## config.mk

```make
export PLATFORM = sky130hd
export DESIGN_NAME = alu_ctrl
export DESIGN_NICKNAME = d
export VERILOG_FILES = /design/src/rtl/alu_pkg.sv /design/src/rtl/alu_ctrl_alu.sv /design/src/rtl/alu_ctrl.sv
export SDC_FILE = /design/constraint.sdc
export NUM_CORES = 1
export LEC_CHECK = 0
export ABC_CLOCK_PERIOD_IN_PS = 3150
export CORE_AREA = 10 10 138 140
export CTS_CLUSTER_SIZE = 25
export DETAILED_ROUTE_END_ITERATION = 12
export DIE_AREA = 0 0 148 150
export SYNTH_ARGS = -nofsm -noshare
export SYNTH_HDL_FRONTEND = slang
export SYNTH_SLANG_ARGS = --single-unit
```

## constraint.sdc

```tcl
create_clock -name clk -period 3.15 [get_ports clk]
set_input_delay 0.4725 -clock clk [delete_from_list [all_inputs] [get_ports clk]]
set_output_delay 0.4725 -clock clk [all_outputs]
set_load 0.05 [all_outputs]
```

## src/rtl/alu_pkg.sv

```systemverilog
// Shared opcode constants, FSM state type and helpers for the alu_ctrl sequencer.
package alu_pkg;

  localparam logic [2:0] OP_ADD = 3'b000;
  localparam logic [2:0] OP_SUB = 3'b001;
  localparam logic [2:0] OP_AND = 3'b010;
  localparam logic [2:0] OP_OR  = 3'b011;
  localparam logic [2:0] OP_XOR = 3'b100;

  typedef enum logic [1:0] {
    ST_IDLE = 2'd0,
    ST_EXEC = 2'd1,
    ST_RESP = 2'd2
  } state_t;

  function automatic logic op_legal(input logic [2:0] op);
    return (op <= OP_XOR);
  endfunction

endpackage

```

## src/rtl/alu_ctrl_alu.sv

```systemverilog
// Combinational 8-bit alu: add/sub with carry-out, bitwise logic ops, zero and illegal-op flags.
module alu_ctrl_alu
  import alu_pkg::*;
(
  input  logic [7:0] a_i,
  input  logic [7:0] b_i,
  input  logic [2:0] op_i,
  output logic [7:0] result_o,
  output logic       carry_o,
  output logic       zero_o,
  output logic       err_o
);

  logic [8:0] sum;

  always_comb begin
    sum      = '0;
    result_o = '0;
    carry_o  = 1'b0;
    err_o    = 1'b0;
    case (op_i)
      OP_ADD: begin
        sum      = {1'b0, a_i} + {1'b0, b_i};
        result_o = sum[7:0];
        carry_o  = sum[8];
      end
      OP_SUB: begin
        // Borrow shows up as bit 8 of the 9-bit difference.
        sum      = {1'b0, a_i} - {1'b0, b_i};
        result_o = sum[7:0];
        carry_o  = sum[8];
      end
      OP_AND:  result_o = a_i & b_i;
      OP_OR:   result_o = a_i | b_i;
      OP_XOR:  result_o = a_i ^ b_i;
      default: err_o    = 1'b1;
    endcase
    zero_o = (result_o == '0);
  end

endmodule

```

## src/rtl/alu_ctrl.sv

```systemverilog
// Command sequencer around alu_ctrl_alu with an inline register file.
// Optional immediate operand b is enabled by defining ALU_CTRL_IMM_EN.
module alu_ctrl
  import alu_pkg::*;
#(
  parameter int NREGS  = 4,
  parameter int REG_AW = 2
) (
  input  logic              clk,
  input  logic              rst_n,
  input  logic              cmd_valid,
  output logic              cmd_ready,
  input  logic [2:0]        cmd_op,
  input  logic [REG_AW-1:0] cmd_rd,
  input  logic [REG_AW-1:0] cmd_rs1,
  input  logic [REG_AW-1:0] cmd_rs2,
  input  logic              cmd_wr,
`ifdef ALU_CTRL_IMM_EN
  input  logic              cmd_imm_sel,
  input  logic [7:0]        cmd_imm,
`endif
  output logic              rsp_valid,
  input  logic              rsp_ready,
  output logic [7:0]        rsp_result,
  output logic              rsp_carry,
  output logic              rsp_zero,
  output logic              rsp_err
);

  state_t                      state_q;
  logic [NREGS-1:0][7:0]       regs_q;
  logic [7:0]                  a_q, b_q, b_d;
  logic [2:0]                  op_q;
  logic [REG_AW-1:0]           rd_q;
  logic                        wr_q;
  logic                        rsp_valid_q;
  logic [7:0]                  rsp_result_q;
  logic                        rsp_carry_q, rsp_zero_q, rsp_err_q;

  logic [7:0]                  alu_result;
  logic                        alu_carry, alu_zero, alu_err;

  always_comb begin
    b_d = regs_q[cmd_rs2];
`ifdef ALU_CTRL_IMM_EN
    if (cmd_imm_sel) b_d = cmd_imm;
`endif
  end

  alu_ctrl_alu u_alu (
    .a_i      (a_q),
    .b_i      (b_q),
    .op_i     (op_q),
    .result_o (alu_result),
    .carry_o  (alu_carry),
    .zero_o   (alu_zero),
    .err_o    (alu_err)
  );

  always_ff @(posedge clk or negedge rst_n) begin
    if (!rst_n) begin
      state_q      <= ST_IDLE;
      regs_q       <= '0;
      a_q          <= '0;
      b_q          <= '0;
      op_q         <= OP_ADD;
      rd_q         <= '0;
      wr_q         <= 1'b0;
      rsp_valid_q  <= 1'b0;
      rsp_result_q <= '0;
      rsp_carry_q  <= 1'b0;
      rsp_zero_q   <= 1'b0;
      rsp_err_q    <= 1'b0;
    end else begin
      case (state_q)
        ST_IDLE: begin
          if (cmd_valid) begin
            a_q     <= regs_q[cmd_rs1];
            b_q     <= b_d;
            op_q    <= cmd_op;
            rd_q    <= cmd_rd;
            wr_q    <= cmd_wr;
            state_q <= ST_EXEC;
          end
        end
        ST_EXEC: begin
          rsp_result_q <= alu_result;
          rsp_carry_q  <= alu_carry;
          rsp_zero_q   <= alu_zero;
          rsp_err_q    <= alu_err;
          if (wr_q && op_legal(op_q)) regs_q[rd_q] <= alu_result;
          state_q <= ST_RESP;
        end
        ST_RESP: begin
          // Response is published one edge after the result registers load.
          if (!rsp_valid_q) begin
            rsp_valid_q <= 1'b1;
          end else if (rsp_ready) begin
            rsp_valid_q <= 1'b0;
            state_q     <= ST_IDLE;
          end
        end
        default: state_q <= ST_IDLE;
      endcase
    end
  end

  assign cmd_ready  = (state_q == ST_IDLE) && rst_n;
  assign rsp_valid  = rsp_valid_q;
  assign rsp_result = rsp_result_q;
  assign rsp_carry  = rsp_carry_q;
  assign rsp_zero   = rsp_zero_q;
  assign rsp_err    = rsp_err_q;

endmodule

```

Yosys cells after proc, flatten, opt, wreduce, memory -nomap -nowiden
Index checks and enable logic that the tools add are counted.
- bits in registers: 68
- bits of input ports: 14
- output and inout port bits: 13
- logic and storage cells: 60
- add/sub/neg operators: 2
- order comparisons: 5
- equality and inequality tests: 9
- multiplexer cells: 16
- bitwise operators: 3
- reductions and logical operators: 10
- operators with widths (kind ; count):
    8-bit one-hot mux with 5 select lines ; 1
    8-bit binary-select mux with 2-bit select ; 2
    32-bit bitwise mux ; 1
    8-bit two-way mux ; 3
    8-bit demux with 2-bit select ; 1
    8-bit by 8-bit adder with 9-bit output ; 1
    2-bit by 3-bit less-than comparator with 1-bit output (second input constant) ; 3
    8-bit by 8-bit subtractor with 9-bit output ; 1
    8-bit bitwise AND ; 1
    8-bit logical NOT ; 1
    8-bit OR ; 1
    8-bit bitwise XOR ; 1
    3-bit by 2-bit == test with 1-bit output (second input constant) ; 2
    2-bit two-way mux ; 3
    2-bit inequality test (second input constant) ; 3
    2-bit one-hot mux with 3 select lines ; 1
    5-bit OR reduction ; 1
    2-bit AND reduction ; 2
    3-bit by 1-bit == test with 1-bit output (second input constant) ; 1
    3-bit == test (second input constant) ; 1
    3-bit less-or-equal comparator (second input constant) ; 1
    1-bit logical AND ; 3
    3-bit logical NOT ; 1
    1-bit two-way mux ; 3
    6 further kinds ; 6

Depth between registers and ports, before layout
- depth in word-level cells: 5
- gate-level depth with buffers: 11
- mapped depth without buffers: 11

By module
Synthesis repeated with hierarchy kept, for this count alone.
- cells, all modules: 366
- area, all modules: 4409.2 µm²
- by module, submodules not included (module ; instances ; cells each ; area an instance (µm²) ; sequential area each (µm²)):
    alu_ctrl ; 1 ; 176 ; 3052.9 ; 1701.6
    alu_ctrl_alu ; 1 ; 190 ; 1356.3 ; 0.0

Least setup slack after synthesis
Ideal clock, no wire load.
- path type: register -> register
- start: register a_q[0]
- end: register rsp_zero_q, in the netlist rsp_zero
- library setup time: 0.103 ns
- arrival: 2.244 ns
- data required time: 3.047 ns
- path slack: 0.803 ns
- cell stages (with the launch flop): 12
- buffers on the path: 0
- clock period less this slack: 2.347 ns
- path through: dfrtp_1 inv_1 ha_1 inv_1 fa_1 nor2b_2 nor2_1 o21bai_1 xnor2_1 a221oi_1 nand2b_1 o41ai_2
- word-level cells in the longest chain between the ends: 3
- elaborated cells between the ends (all ways): 7
- those cells by class: add/sub (2); mux (1); bitwise (3); reduce/logical (1)
- RTL lines (item ; RTL line ; RTL):
    start: declaration ; alu_ctrl.sv:32 ; logic [7:0] a_q, b_q, b_d;
    start signal: assignment ; alu_ctrl.sv:78 ; a_q <= regs_q[cmd_rs1];
    8-bit by 8-bit subtractor with 9-bit output, or another cell as far along ; alu_ctrl_alu.sv:29 ; sum = {1'b0, a_i} - {1'b0, b_i};
    8-bit one-hot mux with 5 select lines (*) ; alu_ctrl_alu.sv:21 ; case (op_i)
    8-bit logical NOT (*) ; alu_ctrl_alu.sv:38 ; zero_o = (result_o == '0);
    end signal: assignment ; alu_ctrl.sv:89 ; rsp_zero_q <= alu_zero;
    end: declaration ; alu_ctrl.sv:38 ; logic rsp_carry_q, rsp_zero_q, rsp_err_q;
Every way passes the cells marked *; elsewhere a longest branch is shown, timed or not.
A chain may end at the register's enable or synchronous reset.

Final worst setup path
- start: register a_q[1]
- end: register rsp_zero_q, in the netlist rsp_zero
Same word-level chain as after synthesis.

==> results.json <==
{
  "final_util": 0.296,
  "worst_clock_skew_ns": 0.00716,
  "vias": 3041,
  "die_h_um": 150,
  "p_comb_frac": 0.502,
  "clkSinkCount": 68,
  "grt_pass1_wl_mm": 16.6,
  "cp-start-kind": "flop",
  "r2r_cells": 9,
  "fill_cells": 1742,
  "tightest_slew_ns": 0.857,
  "final_max_slew_viol_count": 0,
  "stdcell_count": 646,
  "dp.cells": 630,
  "synth_seq_cells": 68,
  "path_cells": "inv_1 -> ha_1 -> o21ba_2 -> o21bai_1 -> mux2_2 -> o31ai_1 -> a21oi_1 -> nand3_1 -> o41ai_2",
  "diodes": 0,
  "dr.pass1.iters": 4,
  "clockBufferDepth": 2,
  "syn_nets": 435,
  "io_pins": 27,
  "fin_crit_ns": 2.69,
  "fp.dieW_um": 148,
  "tritoncts": "done",
  "status": "completed",
  "dp_hpwl_mm": 7.50,
  "finalSetupViolCount": 0,
  "r2r_slack_ns": 0.46,
  "gp_congestion": 0.860,
  "ctsResizeCount": 0,
  "final_cell_mix": "68 x dfrtp_1, 43 x nor2_1, 41 x nand2_1",
  "whs_ns": 0.367,
  "fmax_ghz": 0.372,
  "ant_nets": 0,
  "clockRootBuffer": "clkbuf_16",
  "hp-class": "in -> async",
  "r2r_start": "a_q[1]",
  "layout-drive-gt1-share": 0.167,
  "grt_antenna_before_repair": 0,
  "crit_type": "reg -> reg",
  "clk_latency_ns": 0.33,
  "crit_path_end_kind": "flop",
  "setup_slack_ns": 0.463,
  "p_clk_frac": 0.199,
  "grt_start_max_net_pins": 69,
  "dieArea_um2": 22200,
  "swShare": 0.441,
  "gr-total-overflow": 0,
  "coreArea_um2": 16300,
  "fin_crit_sh": 0.853,
  "dr.first_iter.drc_count": 163,
  "start_util": 0.247,
  "drcViolationCount": 0,
  "synth_cells": 395,
  "internal_power_mw": 2.94,
  "synth.cell_area_um2": 4030,
  "cp_max_fo": 6,
  "cp.required_ns": 3.38,
  "cts_buffers": 9,
  "pre_cts_ws_ns": 0.503,
  "syn_area_per_cell_um2": 10.2,
  "relSlewSlack": 0.429,
  "fin_nets": 461,
  "post-cts-setup-buffers": 0,
  "power_density_nw_per_um2": 1090,
  "area_growth_pct": 20.0,
  "slowest_stage": "a21oi_1",
  "drv_cap": 0,
  "slowest_delay_ns": 0.58,
  "totalPowerFinal_mw": 5.26,
  "ys_async_sr_fraction": 1.00,
  "setup_tns_ns": 0,
  "hold_buffers": 0,
  "port_buffers": 26,
  "rsz0062_at_grt": "no",
  "final_area_um2": 4830,
  "vias_per_cell": 4.71,
  "peakVddDrop_mv": 0.443,
  "post_drt_wl_per_cell_um": 15.9,
  "htreeDepth": 3,
  "clk_transition_reported_paths_ns": 0.06,
  "pwr-share-seq": 0.299,
  "final_common_cell": "dfrtp_1",
  "grt_usage": 0.0932,
  "rows": 47,
  "grt_pass1_vias": 3045,
  "postRouteWirelength_mm": 10.3,
  "synth_edf_count": 0,
  "arrival_ns": 2.92,
  "hold_violations": 0,
  "reg2reg_to": "rsp_zero",
  "cellLeakagePower_nw": 2.07,
  "ys_warn_count": 0,
  "ys_seq_area_frac": 0.422,
  "ys_types": 58,
  "place_area_um2": 4520,
  "ys.flop_type": "dfrtp_1",
  "power.switching_mw": 2.32
}
how the worst max path moves through the flow:
stage	from	to	slack [ns]	cells after the start
5_1_grt	a_q[0]	rsp_zero	0.31	11
6_report	a_q[1]	rsp_zero	0.46	9
2_1_floorplan	a_q[0]	rsp_zero	0.80	11
3_3_place_gp	a_q[0]	rsp_zero	0.47	11
4_1_cts	a_q[1]	rsp_zero	0.48	9
3_5_place_dp	a_q[1]	rsp_zero	0.50	9
flip-flops by register name, indices dropped and copies added, names as in the netlist:
| name | count |
|---|---|
| wr_q | 1 |
| rsp_carry | 1 |
| rsp_zero | 1 |
| rsp_err | 1 |
| rd_q | 2 |
| b_q | 8 |
| regs_q | 32 |
| rsp_result | 8 |
| op_q | 3 |
| state_q | 2 |
| rsp_valid | 1 |
| a_q | 8 |
cell usage after synthesis, types with 3 or more instances:
| library cell | number | share of area |
|---|---|---|
| inv_1 | 25 | 0.023 |
| o21bai_1 | 3 | 0.0056 |
| ha_1 | 24 | 0.075 |
| nor3b_1 | 3 | 0.0056 |
| dfrtp_1 | 68 | 0.42 |
| a32oi_1 | 3 | 0.0065 |
| nor3_1 | 3 | 0.0037 |
| nand3_1 | 6 | 0.0075 |
| buf_6 | 4 | 0.011 |
| clkbuf_1 | 9 | 0.0084 |
| nor2b_1 | 6 | 0.0093 |
| nor2_1 | 43 | 0.040 |
| a21o_1 | 3 | 0.0056 |
| mux2_2 | 12 | 0.034 |
| xnor2_1 | 3 | 0.0065 |
| nand2_1 | 41 | 0.038 |
| mux4_2 | 16 | 0.089 |
| a21oi_1 | 32 | 0.040 |
| a22oi_1 | 3 | 0.0056 |
| o21ai_1 | 8 | 0.0099 |
| buf_2 | 6 | 0.0075 |
| o21ai_0 | 27 | 0.034 |
cell families after synthesis:
group,after synthesis,share of synthesized area
adders and majority gates,26,0.0844
AOI/OAI and AO/OA,104,0.171
DFF,68,0.422
buffers and inverters,47,0.0540
and+or+nand+nor,115,0.129
xor gates and xnor gates,4,0.00869
muxes,31,0.131
power groups by stage:
stage / sequential [mW] / combinational (mW) / clock [mW]
after CTS: 1.57 / 2.64 / 1.07
after global routing: 1.63 / 2.89 / 1.11
after floorplan: 1.65 / 1.80 / 0
after detailed placement: 1.58 / 2.62 / 0
after global placement: 1.55 / 2.60 / 0
final: 1.57 / 2.64 / 1.05
layer usage:
metal | share of wire | track usage | wire length, um | vias to the layer above
met1 | 0.47 | 0.121 | 4840 | 1513
met2 | 0.48 | 0.150 | 4890 | 63
li1 | - | - | - | 1452
met3 | 0.032 | 0.0145 | 325 | 13
met5 | 0 | 0 | 0 | -
met4 | 0.019 | 0.0411 | 193 | 0
worst max-delay path, delay by kind of cell, from the launching register on:
family                     cells  cell delay (ns)
adders and majority gates      1             0.33
muxes                          1             0.18
DFF                            1             0.46
and+or+nand+nor                1             0.19
buffers and inverters          1             0.10
AOI/OAI and AO/OA              5             1.34
cell type report:
type / instances / area [um2] / area share
clock inverter: 6 / 71.3 / 0.0148
multi-input combinational: 280 / 2120 / 0.438
sequential: 68 / 1700 / 0.352
timing repair buffer: 37 / 338 / 0.0699
tap: 220 / 275 / 0.0569
clock buffer: 10 / 239 / 0.0494
inverter: 25 / 93.8 / 0.0194
Note: power is estimated with default switching activity, not from simulation.
